## config.mk

```make
export PLATFORM = sky130hd
export DESIGN_NAME = booth_mult_ctrl
export DESIGN_NICKNAME = d
export VERILOG_FILES = /design/src/rtl/booth_mult_ctrl.sv
export SDC_FILE = /design/constraint.sdc
export NUM_CORES = 1
export LEC_CHECK = 0
export ABC_CLOCK_PERIOD_IN_PS = 4850
export CAP_MARGIN = 25
export CORE_ASPECT_RATIO = 1.75
export CORE_MARGIN = 2
export CORE_UTILIZATION = 43
export CTS_CLUSTER_DIAMETER = 60
export DETAILED_ROUTE_END_ITERATION = 12
export HOLD_SLACK_MARGIN = 0.08
export MAX_ROUTING_LAYER = met4
export PLACE_DENSITY = 0.82
export SYNTH_ARGS = -nofsm -noshare
export SYNTH_HDL_FRONTEND = slang
export SYNTH_SLANG_ARGS = --single-unit
```

## constraint.sdc

```tcl
create_clock -name clk -period 4.85 [get_ports clk]
set_input_delay 0.97 -clock clk [delete_from_list [all_inputs] [get_ports clk]]
set_output_delay 0.97 -clock clk [all_outputs]
set_load 0.02 [all_outputs]
```

## src/rtl/booth_mult_ctrl.sv

```systemverilog
// booth_mult_ctrl: control FSM for a radix-2 Booth multiplier datapath.
//
// One accepted start captures both signed operands. The FSM then clears the
// datapath, loads it, and runs N evaluate/shift pairs. During each evaluate
// step the datapath feedback {LQ[0], Q_1} picks add, subtract or no-op.
// done pulses for one cycle while the datapath Y output holds the 2N-bit
// product.
//
// Ports:
//   clk, rst       clock and synchronous active-high reset
//   start          request, honoured only in IDLE or DONE
//   A_in, B_in     signed multiplicand / multiplier, captured on start
//   Q_LSB          datapath feedback {LQ[0], Q_1}
//   op_A, op_B     captured operands driven to the datapath
//   dp_rst         datapath clear (combined with rst at the datapath)
//   mult_control   {load_A, load_B, load_add, shift_HQ_LQ_Q_1, add_sub}
//   busy           high in CLEAR, LOAD, EVAL and SHIFT
//   done           one-cycle pulse, product valid on Y
module booth_mult_ctrl #(
  parameter int N = 8
) (
  input  logic         clk,
  input  logic         rst,
  input  logic         start,
  input  logic [N-1:0] A_in,
  input  logic [N-1:0] B_in,
  input  logic [1:0]   Q_LSB,
  output logic [N-1:0] op_A,
  output logic [N-1:0] op_B,
  output logic         dp_rst,
  output logic [4:0]   mult_control,
  output logic         busy,
  output logic         done
);

  localparam int            CW       = $clog2(N);
  localparam logic [CW-1:0] CNT_LAST = CW'(N - 1);

  typedef enum logic [2:0] {
    S_IDLE  = 3'd0,
    S_CLEAR = 3'd1,
    S_LOAD  = 3'd2,
    S_EVAL  = 3'd3,
    S_SHIFT = 3'd4,
    S_DONE  = 3'd5
  } state_t;

  state_t        state_q, state_d;
  logic [N-1:0]  op_a_q, op_a_d;
  logic [N-1:0]  op_b_q, op_b_d;
  logic [CW-1:0] cnt_q, cnt_d;

  logic load_a_s;
  logic load_b_s;
  logic load_add_s;
  logic shift_s;
  logic add_sub_s;
  logic dp_rst_s;
  logic busy_s;
  logic done_s;

  // State, captured operands and iteration counter.
  always_ff @(posedge clk) begin
    if (rst) begin
      state_q <= S_IDLE;
      op_a_q  <= {N{1'b0}};
      op_b_q  <= {N{1'b0}};
      cnt_q   <= {CW{1'b0}};
    end else begin
      state_q <= state_d;
      op_a_q  <= op_a_d;
      op_b_q  <= op_b_d;
      cnt_q   <= cnt_d;
    end
  end

  // Next-state logic and control decode.
  always_comb begin
    state_d    = state_q;
    op_a_d     = op_a_q;
    op_b_d     = op_b_q;
    cnt_d      = cnt_q;
    load_a_s   = 1'b0;
    load_b_s   = 1'b0;
    load_add_s = 1'b0;
    shift_s    = 1'b0;
    add_sub_s  = 1'b0;
    dp_rst_s   = 1'b0;
    busy_s     = 1'b0;
    done_s     = 1'b0;

    case (state_q)
      S_IDLE: begin
        if (start) begin
          op_a_d  = A_in;
          op_b_d  = B_in;
          cnt_d   = {CW{1'b0}};
          state_d = S_CLEAR;
        end else begin
          state_d = S_IDLE;
        end
      end
      S_CLEAR: begin
        dp_rst_s = 1'b1;
        busy_s   = 1'b1;
        state_d  = S_LOAD;
      end
      S_LOAD: begin
        load_a_s = 1'b1;
        load_b_s = 1'b1;
        busy_s   = 1'b1;
        state_d  = S_EVAL;
      end
      S_EVAL: begin
        busy_s  = 1'b1;
        state_d = S_SHIFT;
        // Booth recoding: 01 ends a run of ones (add), 10 starts one (subtract).
        case (Q_LSB)
          2'b01: begin
            load_add_s = 1'b1;
            add_sub_s  = 1'b1;
          end
          2'b10: begin
            load_add_s = 1'b1;
            add_sub_s  = 1'b0;
          end
          default: begin
            load_add_s = 1'b0;
            add_sub_s  = 1'b0;
          end
        endcase
      end
      S_SHIFT: begin
        shift_s = 1'b1;
        busy_s  = 1'b1;
        if (cnt_q == CNT_LAST) begin
          state_d = S_DONE;
        end else begin
          cnt_d   = cnt_q + 1'b1;
          state_d = S_EVAL;
        end
      end
      S_DONE: begin
        done_s = 1'b1;
        // A start here chains straight into the next operation with no IDLE gap.
        if (start) begin
          op_a_d  = A_in;
          op_b_d  = B_in;
          cnt_d   = {CW{1'b0}};
          state_d = S_CLEAR;
        end else begin
          state_d = S_IDLE;
        end
      end
      default: begin
        state_d = S_IDLE;
      end
    endcase
  end

  assign op_A         = op_a_q;
  assign op_B         = op_b_q;
  assign dp_rst       = dp_rst_s;
  assign mult_control = {load_a_s, load_b_s, load_add_s, shift_s, add_sub_s};
  assign busy         = busy_s;
  assign done         = done_s;

endmodule

```

# [Word level (Yosys, flattened, before mapping)]
# Cells that the tools add are included.
[word_totals] regBits=22 inputBits=21 word_cells=37
[classes] addsub=1 n_eq_ne=10 mux=15 n_reduce_logical=7
[ops] op="$pmux 3 s5" n=1
[ops] op="$mux 1" n=10
[ops] op="$eq 3x3->1 const B" n=3
[ops] op="$mux 3" n=3
[ops] op="$eq 3x2->1 const B" n=2
[ops] op="$pmux 3 s2" n=1
[ops] op="$reduce_or 2->1" n=2
[ops] op="$reduce_or 4->1" n=1
[ops] op="$add 3x1->3 const B" n=1
[ops] op="$eq 3x1->1 const B" n=1
[ops] op="$logic_not 3->1" n=1
[ops] op="$reduce_and 3->1" n=1
[ops] op="$eq 2x1->1 const B" n=1
[ops] op="$eq 2x2->1 const B" n=1
[ops] op="$ne 2x1->1 const B" n=1
[ops] op="$ne 2x2->1 const B" n=1
[ops] op="$reduce_and 2->1" n=1
[ops] op="$reduce_bool 2->1" n=1

# [Longest topological paths before layout]
# Gate-level depths: netlist (run 1).
[depth] depth_word=4 depth_mapped=6 depth_no_buf=6

# [Worst setup path after synthesis (run 1)]
# OpenSTA, ideal clock, no wires.
[synth_path] kind="input -> output" start="input port Q_LSB[1]" end="output port mult_control[2]" t_arrival_ns=1.478 required_ns=3.880 path_slack_ns=2.402 cell_stages=4 n_path_buf=1 cell_sequence="inv_1 > ha_1 > nor2_1 > buf_4"
[synth_between] elab_chain_cells=4 word_cells_on_any_way=5 classes_between="eq/ne: 2; mux: 2; reduce/logical: 1"
[synth_lines] element="start, declared" line="27" rtl="input logic [1:0] Q_LSB,"
[synth_lines] element="$eq 2x1->1 or $eq 2x2->1 (tied branches)" line="118" rtl="case (Q_LSB)"
[synth_lines] element="$reduce_or 2->1 (no line) (*)"
[synth_lines] element="$mux 1 (*)" line="118"
[synth_lines] element="$mux 1 (*)" line="92" rtl="case (state_q)"
[synth_lines] element="end, declared" line="31" rtl="output logic [4:0] mult_control,"
# Mark *: on every way between the ends. The rest lies on a longest branch, timed or not.

# [Final worst setup path (run 1)]
# Ends and elaborated chain as after synthesis.

==> implementation parameters, run 1 <==
Parameter                              Value

Cells and area
  # fillers    199
  Ratio of cells with drive above 1 in the final layout    0.03165
  Number of antenna repair diodes    0
  Area grow syn2layout    44.61%
  Net count reported at finish    183

Power and ir drop
  Maximum vdd ir drop    0.2228 mV
  Power density of the placed cells    319.3 nW/um^2
  Leakage component of the power    0.0005473 uW

GRT
  Largest net degree at the start of global routing    23
  Overall Global Routing Usage    0.1821
  Wire length of the first global-routing pass    3491 um
  Final global-route overflow total    0
  Initial antenna violation count    0
  Vias in the first global route    868

Timing
  Post-route clock period utilization    0.7010
  Worst max-slew margin expressed relative to the limit    0.4858
  Final-layout worst hold slack    0.4548 ns
  Slew @ Worst Pin    0.7689 ns
  Finish-stage setup viols    0
  Fin. max-slew vios    0
  Setup repair after global routing missed its margin    false
  Final Hold Vio Count    0
  Final worst path period need    3.400 ns
  Max Clock Skew    0.001719 ns
  Total negative slack for setup checks    0 ns
  Max Clk Rate    294.1 MHz

Floorplanning
  Core Area    2245 um^2
  Die outline width    40.43 um
  Site Rows    23
  Top-level I/O count    45
  Chip Height    67.75 um
  Starting density of the core    0.4448
  DIE AREA    2739 um^2

Synth
  Cell type with the largest total area after synthesis    dfxtp_1
  Cell Area, Synth    998.5 um^2
  Leading cell types by total area after synthesis    dfxtp_1, nand2_1, a21oi_1
  Proportion of synthesized chip area in sequential cells    0.4411
  Area fraction of the dominant cell type after synthesis    0.4411
  Average cell area after synthesis    8.118 um^2
  Post-synthesis cell count    123
  Number of nets produced by synthesis    147
  Distinct cell type count of the synthesized netlist    23
  Synthesized flop and latch total    22
  Number of synthesis warnings    0

Clock tree
  Clock latency at the later pin of the worst-skew pair    0.25 ns
  Count of hold buffers inserted by post-cts repair    0
  TritonCTS Sinks    22
  # resized after CTS    0
  TritonCTS clock tree    done
  CTS root buffer    clkbuf_8
  Number of H-tree levels    1
  Clock-pin slew on the worst setup and hold paths    0.07 ns
  Largest buffer count on any clock path    2
  Number of buffers created by CTS    3
  Post-CTS Setup Bufs    0

Drt
  Number of iterations in the first detailed-routing pass    4
  Via density per instance    5.060
  Final routed wire length divided by cell count    12.49 um
  Remaining design rule violation count    0
  Number of routed nets with antenna violations    0
  Number of vias in the routed layout    926
  Drt total wl    2285 um
  Number of DRC violations after detailed-routing iteration 0    8

Critical path
  Crit Reg-Reg Endpoint    cnt_q[2]
  CP max FO    1
  Critical path class    input pin to output port
  Kind of end point of the critical path    output port
  Required time of the worst setup path    3.88 ns
  Kind of launch point of the worst setup path    input pin
  Slack of the worst reg-to-reg path    2.99 ns
  Reg2Reg Launch Point    cnt_q[0]
  Signal arrival time at the worst endpoint    2.43 ns
  Depth of the most critical reg-to-reg path    6

Worst hold path
  Worst min-delay path startpoint    op_A[0]
  Min-Delay Endpoint    op_A[0]
  Path type of the worst min-delay path    flip-flop to flip-flop
  Depth of the worst hold-timing path    2

Status
  Status    completed

Placement
  I/O Buffers    44
  Sum of net half-perimeters after detailed placement    1726 um
  RD Place Congestion    0.7986

Job
  Max_cap viols    0
cell type report:
cell class	instances	area, um^2	area share
Tap cell	25	31.28	0.02166
Inverter	2	7.507	0.005199
Clock buffer	4	55.05	0.03813
Timing Repair Buffer	44	440.4	0.3050
Multi-Input combinational cell	86	469.2	0.3250
Sequential cell	22	440.4	0.3050
sequential cells by signal, summed over array words and instances, names as in the netlist:
signal / cells
op_B: 8
op_A: 8
state_q: 3
cnt_q: 3
worst max path at each step:
stage | slack [ns] | end | cells past startpoint | startpoint
2_1_floorplan | 2.40 | mult_control[2] | 4 | Q_LSB[1]
3_3_place_gp | 1.46 | mult_control[2] | 5 | Q_LSB[1]
3_5_place_dp | 1.44 | mult_control[2] | 5 | Q_LSB[1]
4_1_cts | 1.44 | mult_control[2] | 5 | Q_LSB[1]
5_1_grt | 1.36 | mult_control[2] | 5 | Q_LSB[1]
6_report | 1.45 | mult_control[2] | 5 | Q_LSB[1]
layout by cell type, fill, tap and decap left out, types with 3 or more instances in the layout:
master / instances
clkbuf_8: 4
nand2_1: 33
nor2_1: 5
clkdlybuf4s50_1: 44
a21oi_1: 22
dfxtp_1: 22
o21ai_0: 3
nor3b_1: 3
ha_1: 3
synth_stat cells:
cell type	count
a21oi_1	22
a31oi_1	1
and3b_1	2
buf_2	2
buf_4	6
buf_6	1
clkbuf_1	4
dfxtp_1	22
ha_1	3
inv_1	2
nand2_1	33
nand2b_1	2
nand3b_1	2
nor2_1	5
nor3b_1	3
nor3b_2	1
o211a_1	1
o21ai_0	3
or2_0	1
or2b_1	2
or4b_1	2
xnor2_1	2
xor2_1	1
metal layers:
metal,part of all wire,global-route usage,wire length [um],vias up
li1,-,-,-,469
met1,0.37,0.1673,836,415
met2,0.54,0.3492,1235,38
met3,0.080,0.02303,183,4
met4,0.013,0.06250,30,0
met5,0,-,0,-
stage by stage:
step / instance area (um^2) / std cells / total power [uW] / setup WS [ns] / utilization
final: 1444 / 183 / 461.0 / 1.450 / 0.6433
after floorplan: 998.5 / 123 / 286.6 / 2.402 / -
after detailed placement: 1389 / 179 / 340.9 / 1.435 / 0.6187
after CTS: 1444 / 183 / 466.2 / 1.437 / 0.6433
after global routing: 1444 / 183 / 480.8 / 1.359 / 0.6433
after global placement: 1389 / 179 / 335.2 / 1.465 / 0.6187
critical path: stages:
cell	delay, ns
clkdlybuf4s50_1	0.45
inv_1	0.04
ha_1	0.26
nor2_1	0.10
clkdlybuf4s50_1	0.61
report_power, final:
part	switching, uW	total, uW	internal, uW
combinational	63.0	125	62.4
clock	53.0	125	72.2
sequential	15.0	210	196
total	131	461	330
logic make-up after synthesis:
family | synth area share
buffers and inverters | 0.08897
AO/OA/AOI/OAI | 0.1416
AND/OR/NAND/NOR | 0.2644
adder cells (fa/ha/maj) | 0.03760
XOR/XNOR | 0.02632
flip-flops | 0.4411
No activity file was read; power rests on OpenSTA's default activity.
==> run 2: changes to the inputs <==
Settings changed: ABC_CLOCK_PERIOD_IN_PS 4850 to 3010, CORE_UTILIZATION 43 to 36, PLACE_DENSITY 0.82 to 0.74.
Clock period 4.85 ns to 3.01 ns, I/O delays scaled along.
==> run 2 against run 1 <==
Against the previous run: global-route usage fell by 1.6 points; clock skew rose by 0.0015 ns; final cell count rose by 0.55%; via count fell by 0.32%; routed wire length rose by 1.9%; register-to-register slack got worse by 1.8 ns; first-iteration DRC count fell by 63%; sequential cell count did not move; critical endpoint unchanged.
==> implementation parameters, run 2 (synthesized netlist as in run 1, its figures left out) <==
Parameter                              Value

GRT
  Initial antenna violation count    0 (unchanged)
  Vias in the first global route    897 (+3.3%)
  Overall Global Routing Usage    0.1662 (-0.01581)
  Final global-route overflow total    0 (unchanged)
  Wire length of the first global-routing pass    3946 um (+13%)
  Largest net degree at the start of global routing    23 (unchanged)

Critical path
  Reg2Reg Launch Point    cnt_q[0]
  Depth of the most critical reg-to-reg path    6 (unchanged)
  Slack of the worst reg-to-reg path    1.20 ns (-1.79 ns)
  Critical path class    input pin to output port
  Capturing element of the worst setup path    mult_control[2]
  Kind of end point of the critical path    output port
  Required time of the worst setup path    2.41 ns (-1.47 ns)
  Worst setup path startpoint    Q_LSB[1]
  CP max FO    1 (unchanged)
  Kind of launch point of the worst setup path    input pin
  Signal arrival time at the worst endpoint    2.11 ns (-0.32 ns)
  Crit Reg-Reg Endpoint    cnt_q[1]

Drt
  Via density per instance    5.016 (-0.87%)
  Number of vias in the routed layout    923 (-0.32%)
  Length of routed met3 wiring    111 um (-39%)
  Routed length on met2    1273 um (+3.1%)
  Number of iterations in the first detailed-routing pass    2 (-2)
  Number of DRC violations after detailed-routing iteration 0    3 (-5)
  Routed metal-1 wire length    917 um (+9.7%)
  Final routed wire length divided by cell count    12.66 um (+1.4%)
  Max Used Layer    met4
  Number of routed nets with antenna violations    0 (unchanged)
  Drt total wl    2329 um (+1.9%)
  Remaining design rule violation count    0 (unchanged)

Floorplanning
  Starting density of the core    0.3755 (-0.06929)
  Core Area    2659 um^2 (+18%)
  Chip Height    73.67 um (+8.7%)
  Site Rows    25 (+8.7%)
  Top-level I/O count    45 (unchanged)
  DIE AREA    3227 um^2 (+18%)
  Die outline width    43.81 um (+8.4%)

Cells and area
  Most frequent cells in the layout    clkdlybuf4s50_1, nand2_1, a21oi_1, dfxtp_1, nor2_1
  Cell Count, Final, Fillers Out    184 (+0.55%)
  Number of antenna repair diodes    0 (unchanged)
  Area grow syn2layout    43.48%
  Net count reported at finish    183 (unchanged)
  Total area of multi-input combinational cells    469.2 um^2 (unchanged)
  Final non-filler cell area    1433 um^2 (-0.78%)
  # fillers    242 (+22%)
  Total area of sequential cells    440.4 um^2 (unchanged)
  Ratio of cells with drive above 1 in the final layout    0.02548 (-0.006168)
  Most frequent standard cell in the layout excluding fill and tap cells    clkdlybuf4s50_1

Clock tree
  Clock latency at the later pin of the worst-skew pair    0.26 ns (about the same)
  Post-CTS Setup Bufs    0 (unchanged)
  TritonCTS Sinks    22 (unchanged)
  Clock-pin slew on the worst setup and hold paths    0.07 ns (about the same)
  Largest buffer count on any clock path    2 (unchanged)
  Number of buffers created by CTS    3 (unchanged)
  Number of H-tree levels    1 (unchanged)
  CTS root buffer    clkbuf_8
  Count of hold buffers inserted by post-cts repair    0 (unchanged)
  # resized after CTS    0 (unchanged)
  TritonCTS clock tree    done

Worst hold path
  Worst min-delay path startpoint    op_B[4]
  Path type of the worst min-delay path    flip-flop to flip-flop

Timing
  Max Clock Skew    0.003251 ns (+0.001532 ns)
  Setup repair after global routing missed its margin    false
  Max Clk Rate    369.3 MHz
  Slew @ Worst Pin    0.8053 ns (+0.03634 ns)
  Post-route clock period utilization    0.8996
  Final worst path period need    2.708 ns
  Finish-stage setup viols    0 (unchanged)
  Worst max-slew margin expressed relative to the limit    0.4615 (-0.02430)
  Fin. max-slew vios    0 (unchanged)
  Final Hold Vio Count    0 (unchanged)
  Total negative slack for setup checks    0 ns (unchanged)
  Final-layout worst hold slack    0.4544 ns (-0.0004290 ns)

Power and ir drop
  Tot Pwr    717.7 uW (+56%)
  Power density of the placed cells    500.9 nW/um^2 (+57%)
  Maximum vdd ir drop    0.2722 mV (+22%)
  Leakage component of the power    0.0005401 uW (-1.3%)

Placement
  Sum of net half-perimeters after detailed placement    1699 um (-1.6%)
  Instance area at placement    1391 um^2 (+0.18%)
  I/O Buffers    44 (unchanged)
  Number of placed instances, taps included    181 (+1.1%)
  RD Place Congestion    0.7283 (-8.8%)

Job
  Max_cap viols    0 (unchanged)

Status
  Status    completed
-- run 2: final cells by class --
type                            count  area share
Clock buffer                        3     0.02882
Inverter                            2    0.005240
Multi-Input combinational cell     86      0.3275
Sequential cell                    22      0.3074
Tap cell                           27     0.02358
Timing Repair Buffer               44      0.3074
-- run 2: through the flow --
| step | setup WS, ns | utilization |
|---|---|---|
| after floorplan | 1.298 | - |
| after global placement | 0.3612 | 0.5233 |
| after detailed placement | 0.2972 | 0.5233 |
| after CTS | 0.2921 | 0.5388 |
| after global routing | 0.2497 | 0.5388 |
| final | 0.3022 | 0.5388 |
-- run 2: power breakdown --
| part | internal [uW] | switching [uW] |
|---|---|---|
| registers | 315 | 24.0 |
| logic | 101 | 101 |
| clock network | 89.1 | 87.5 |
| total | 505 | 213 |
-- run 2: metal layers --
metal	GRT usage	vias to the layer above
met4	0.06061	0
met3	0.02703	2
met5	-	-
met1	0.1659	426
met2	0.3105	29
li1	-	466
-- run 2: worst max-delay path: stages --
cell and delay, ns:
clkdlybuf4s50_1 0.45, inv_1 0.04, ha_1 0.26, nor2_1 0.12, clkdlybuf4s50_1 0.63
-- run 2: worst min-delay path by stage --
stage	slack, ns	endpoint	depth (start not counted)
final	0.45	op_B[4]	2
after global routing	0.47	op_A[4]	2
after floorplan	0.45	cnt_q[1]	2
after global placement	0.44	op_A[3]	2
after CTS	0.46	op_A[4]	2
after detailed placement	0.45	op_A[0]	2
==> run 3: changes to the inputs <==
Settings changed: CAP_MARGIN 25 to 20.
==> results of run 3 <==
Final layout, timing and power as in run 2 (identical DEF).
